## src/rtl/pal_pkg.sv

```systemverilog
// Shared types and constants for the PAL fuse loader.
package pal_pkg;

  typedef enum logic [2:0] {
    ST_IDLE,
    ST_SHIFT,
    ST_CHECK,
    ST_COMMIT,
    ST_DONE
  } pal_state_e;

  // Checksum word is one row wide; this is also the default row width.
  localparam int PAL_CHK_W = 5;

  function automatic int pal_cw(input int n);
    return (n > 1) ? $clog2(n) : 1;
  endfunction

endpackage

```

## src/rtl/pal_row_shifter.sv

```systemverilog
// Serial-to-parallel row assembler: MSB-first shift register plus bit counter.
// word already includes the bit presented this cycle, so a completed row is usable on its last edge.
module pal_row_shifter
  import pal_pkg::*;
#(
  parameter int W = PAL_CHK_W
) (
  input  logic         clk,
  input  logic         rst,
  input  logic         clr,
  input  logic         en,
  input  logic         bit_in,
  output logic [W-1:0] word,
  output logic         last
);

  localparam int CW = pal_cw(W);

  logic [CW-1:0] cnt_q, cnt_d;

  assign last = (cnt_q == CW'(W - 1));

  always_comb begin
    cnt_d = cnt_q;
    if (clr)     cnt_d = '0;
    else if (en) cnt_d = last ? '0 : cnt_q + 1'b1;
  end

  always_ff @(posedge clk or posedge rst) begin
    if (rst) cnt_q <= '0;
    else     cnt_q <= cnt_d;
  end

  if (W > 1) begin : g_sr
    logic [W-2:0] sr_q, sr_d;

    assign word = {sr_q, bit_in};

    always_comb begin
      sr_d = sr_q;
      if (clr)     sr_d = '0;
      else if (en) sr_d = word[W-2:0];
    end

    always_ff @(posedge clk or posedge rst) begin
      if (rst) sr_q <= '0;
      else     sr_q <= sr_d;
    end
  end else begin : g_nosr
    assign word = bit_in;
  end

endmodule

```

## src/rtl/pal_fuse_loader.sv

```systemverilog
// Serial fuse loader for a PAL AND-array: shifts rows in, optionally verifies an XOR checksum,
// then issues a one-cycle commit strobe. Checksum stage built only with PAL_LOADER_CHECKSUM_EN.
module pal_fuse_loader
  import pal_pkg::*;
#(
  parameter int NUM_INPUTS = PAL_CHK_W,
  parameter int SIZE       = 5
) (
  input  logic                  clk,
  input  logic                  rst,
  input  logic                  start,
  input  logic                  bit_in,
  input  logic                  bit_valid,
  output logic                  bit_ready,
  output logic [NUM_INPUTS-1:0] sel [SIZE],
  output logic                  wen,
  output logic                  busy,
  output logic                  done,
  output logic                  error
);

  localparam int RW = pal_cw(SIZE);

  pal_state_e            state_q, state_d;
  logic [RW-1:0]         row_q, row_d;
  logic [NUM_INPUTS-1:0] sel_q [SIZE];
  logic [NUM_INPUTS-1:0] sel_d [SIZE];
  logic [NUM_INPUTS-1:0] word;
  logic                  accept, clr, word_last;

  assign bit_ready = (state_q == ST_SHIFT) || (state_q == ST_CHECK);
  assign busy      = bit_ready || (state_q == ST_COMMIT);
  assign wen       = (state_q == ST_COMMIT);
  assign done      = (state_q == ST_DONE);
  assign accept    = bit_ready && bit_valid;
  assign sel       = sel_q;

  pal_row_shifter #(.W(NUM_INPUTS)) u_shifter (
    .clk    (clk),
    .rst    (rst),
    .clr    (clr),
    .en     (accept),
    .bit_in (bit_in),
    .word   (word),
    .last   (word_last)
  );

`ifdef PAL_LOADER_CHECKSUM_EN
  logic                  err_q, err_d;
  logic [NUM_INPUTS-1:0] xsum;

  assign error = err_q;

  always_comb begin
    xsum = '0;
    for (int i = 0; i < SIZE; i++) xsum = xsum ^ sel_q[i];
  end

  always_ff @(posedge clk or posedge rst) begin
    if (rst) err_q <= 1'b0;
    else     err_q <= err_d;
  end
`else
  assign error = 1'b0;
`endif

  always_comb begin
    state_d = state_q;
    row_d   = row_q;
    sel_d   = sel_q;
    clr     = 1'b0;
`ifdef PAL_LOADER_CHECKSUM_EN
    err_d   = err_q;
`endif
    case (state_q)
      ST_IDLE, ST_DONE: begin
        if (start) begin
          state_d = ST_SHIFT;
          row_d   = '0;
          clr     = 1'b1;
`ifdef PAL_LOADER_CHECKSUM_EN
          err_d   = 1'b0;
`endif
        end
      end
      ST_SHIFT: begin
        if (accept && word_last) begin
          for (int i = 0; i < SIZE; i++)
            if (row_q == RW'(i)) sel_d[i] = word;
          if (row_q == RW'(SIZE - 1)) begin
            row_d = '0;
`ifdef PAL_LOADER_CHECKSUM_EN
            state_d = ST_CHECK;
`else
            state_d = ST_COMMIT;
`endif
          end else begin
            row_d = row_q + 1'b1;
          end
        end
      end
      ST_CHECK: begin
`ifdef PAL_LOADER_CHECKSUM_EN
        // Checksum word travels through the same shifter right after the last row.
        if (accept && word_last) begin
          if (word == xsum) begin
            state_d = ST_COMMIT;
          end else begin
            state_d = ST_DONE;
            err_d   = 1'b1;
          end
        end
`else
        state_d = ST_IDLE;
`endif
      end
      ST_COMMIT: state_d = ST_DONE;
      default:   state_d = ST_IDLE;
    endcase
  end

  always_ff @(posedge clk or posedge rst) begin
    if (rst) begin
      state_q <= ST_IDLE;
      row_q   <= '0;
      sel_q   <= '{default: '0};
    end else begin
      state_q <= state_d;
      row_q   <= row_d;
      sel_q   <= sel_d;
    end
  end

endmodule

```

## config.mk

```make
export PLATFORM = sky130hd
export DESIGN_NAME = pal_fuse_loader
export DESIGN_NICKNAME = d
export VERILOG_FILES = /design/src/rtl/pal_pkg.sv /design/src/rtl/pal_row_shifter.sv /design/src/rtl/pal_fuse_loader.sv
export SDC_FILE = /design/constraint.sdc
export NUM_CORES = 1
export LEC_CHECK = 0
export ABC_AREA = 1
export ABC_CLOCK_PERIOD_IN_PS = 1300
export BUFFER_PORTS_ARGS = -buffer_cell sky130_fd_sc_hd__buf_2
export CAP_MARGIN = 20
export CORE_UTILIZATION = 30
export DETAILED_ROUTE_END_ITERATION = 7
export GPL_ROUTABILITY_DRIVEN = 0
export RECOVER_POWER = 100
export SLEW_MARGIN = 10
export SYNTH_ARGS = -nofsm -noshare
export SYNTH_HDL_FRONTEND = slang
export SYNTH_SLANG_ARGS = --single-unit
```

## constraint.sdc

```tcl
create_clock -name clk -period 1.3 [get_ports clk]
set_input_delay 0.065 -clock clk [delete_from_list [all_inputs] [get_ports clk]]
set_output_delay 0.065 -clock clk [all_outputs]
set_load 0.02 [all_outputs]
```

==> impl_results.md <==
- Vias: 1593
- First-pass GRT wire length: 6.60 mm
- HPWL after DPL: 2.89 mm
- Startpoint Class: flop
- Synth Warn #: 0
- CP Capture Type: flop
- Share of post-route cells with drive strength above 1: 0.332
- Critical R2R Launch: state_q[2]$_DFFE_PP0P_
- Final Hold Fails: 0
- Post-DRT Antenna Nets: 0
- Initial DRC count: 62
- Initial antenna violation count: 0
- Mapped Area: 1890 µm²
- Post-route setup slack: -0.0684 ns
- Area after DPL: 2270 µm²
- Multi-input logic area: 943 µm²
- RSZ-0062 raised after global routing: yes
- Vias in the first global route: 1440
- Worst Path Required: 1.54 ns
- Clk sinks: 38
- Slew margin rel.: 0.435
- Synth Register Bits: 38
- Worst Path Buf+Inv: 2
- Ports: 35
- Lkg Pwr: 1.39 nW
- Die area: 6610 µm²
- Largest net degree at the start of global routing: 39
- Arr. time, crit path: 1.61 ns
- Die H: 81.3 µm
- Vias per cell: 4.49
- Critical Path Source: state_q[2]$_DFFE_PP0P_
- Setup TNS: -1.10 ns
- Fin crit period: 1.37 ns
- Slowest-stage cell, CP: dfrtp_1
- Avg Synthesized Cell Area: 8.61 µm²
- Horiz. Die Dim: 81.3 µm
- Hold WC Path Type: in2reg
- Clk_lat worst skew: 0.30 ns
- Crit-path cells: inv_2 > nand2_2 > nor2_4 > nand4_4 > buf_12 > nor2_8 > nand2_1 > nand2_1
- Drt wl/cell: 11.8 µm
- IO buf count: 33
- Routed WL: 4.18 mm
- Worst Path Max Fanout: 8
- CTS H-tree lvls: 2
- Kind of critical path: reg2reg
- Outcome: complete, but fails checks
- Post-Syn Instances: 219
- CTS buffer count: 5
- NumNets Final: 291
- Pre-CTS WS: -0.105 ns
- Count of pins over their slew limit: 0
- Most common cell after layout, fill and taps aside: nand2_1
- Worst hold path startpoint: bit_in
- Fmax: 731 MHz
- Cell with the most instances on the worst path: nand2_1
- Fin cells: 355
- Drt pass-1 iters: 4
- Post-route cell area: 2580 µm²
- Row cnt: 28
- Layout Skew: 0.00655 ns
- Failing checks: negative setup slack
- Worst IR Drop VDD: 0.813 mV
- Root Driver: clkbuf_8
- Bufs on Longest Clock Path: 2
- Final Cycle Share: 1.05
- Largest delay share family, worst path: simple AND/OR/NAND/NOR gates
- Pwr per Cell Area: 2200 nW/µm²
- Ant. Diodes: 0
- CTS tree: done
- GRT Overall Usage: 0.136
- Area growth, synth to finish: 36.8%
- Seq/Total Area, Yosys: 0.504
- Syn Nets: 231
- Most frequent cells in the layout: 77 x nand2_1, 36 x dfrtp_1, 25 x clkbuf_1
- Sequential cell area: 953 µm²
- CP peak stage delay: 0.40 ns
- Final setup violation count: 31
- Synth unique cells: 21
- Fillers: 590
- Slew @ Worst Pin: 0.848 ns
- Initial Utilization: 0.315
- DRC violations left: 0
- Placed cells: 342
- Grt ovf: 0
- Area of the core: 5990 µm²
- Clock-pin slew on the worst setup and hold paths: 0.08 ns
- Total of max-cap violations: 0
[power breakdown]
group	switching, mW	total [mW]	internal [mW]
logic	1.51	2.51	0.997
registers	0.383	1.94	1.56
clock network	0.448	1.22	0.769
[cell usage after synthesis]
master | n | share of area
buf_6 | 2 | 0.012
o31ai_4 | 1 | 0.011
nand2_1 | 93 | 0.19
buf_4 | 1 | 0.0040
inv_1 | 18 | 0.036
buf_2 | 2 | 0.0053
inv_2 | 2 | 0.0040
o21ai_1 | 8 | 0.021
conb_1 | 1 | 0.0020
dfrtp_1 | 38 | 0.50
nand4_4 | 1 | 0.011
or2_2 | 1 | 0.0033
o21ai_2 | 5 | 0.023
nor2_1 | 13 | 0.026
nand2_2 | 1 | 0.0033
nor2_4 | 1 | 0.0060
ha_1 | 7 | 0.046
nor2_8 | 4 | 0.042
o21ai_0 | 9 | 0.024
nand3_1 | 10 | 0.027
a21oi_1 | 1 | 0.0027
[sequential cells by signal, indices dropped and copies added (netlist names)]
name	count
row_q	3
u_shifter.cnt_q	3
sel	25
state_q	3
u_shifter.g_sr.sr_q	4
[what timing repair did]
| item | 4_1_cts | 5_1_grt |
|---|---|---|
| endpoints found under the setup margin | 39 | 39 |
| gates cloned | 0 | 1 |
| pin swaps | 16 | 11 |
| hold endpoints to repair | 38 | 0 |
| hold buffers | 1 | 0 |
| resized for setup | 27 | 35 |
| setup buffers | 3 | 1 |
[cell type report]
class / instances / area share
Sequential cell: 38 / 0.370
Multi-Input combinational cell: 156 / 0.366
Timing Repair Buffer: 58 / 0.146
Tap cell: 75 / 0.0364
Inverter: 20 / 0.0291
Clock buffer: 5 / 0.0267
Clock inverter: 3 / 0.0267
[cells by family (layout without fill, tap and decap cells)]
logic type,after synthesis,after routing,synth area share
fa+ha+maj,7,7,0.0464
other cells,1,1,0.00199
flops,38,38,0.504
buf+inv,25,86,0.0610
compound gates,24,24,0.0823
simple gates,124,124,0.304
[path summary, 6_finish.rpt]
path / end / cells past startpoint / slack, ns
max: sel[2]$_DFFE_PP0P_ / 8 / -0.07
min: sel[0]$_DFFE_PP0P_ / 3 / 0.08
max reg2reg: sel[2]$_DFFE_PP0P_ / 8 / -0.07
min reg2reg: sel[17]$_DFFE_PP0P_ / 2 / 0.48
max in group asynchronous: state_q[1]$_DFFE_PP0P_ / 4 / 0.14
min in group asynchronous: sel[1]$_DFFE_PP0P_ / 4 / 0.56
[worst register-to-register path: cells and delay by family (launching register included)]
kind / cells / cell delay [ns]
buffers and inverters: 2 / 0.30
DFF: 1 / 0.40
and+or+nand+nor: 6 / 0.63
[per-layer routing]
layer	vias to the layer above	global-route usage	share of wire
li1	809	-	-
met1	758	0.166	0.46
met2	20	0.218	0.49
met3	6	0.0427	0.032
met4	0	0.0589	0.015
met5	-	0	0
[metrics by stage]
step	power, mW	hold slack, ns	util
after floorplan	3.29	0.182	-
after global placement	4.08	0.204	0.380
after detailed placement	4.13	0.210	0.380
after CTS	5.54	0.0675	0.419
after global routing	6.06	0.0815	0.430
final	5.66	0.0761	0.430
Power figures use the tool's default switching activity.
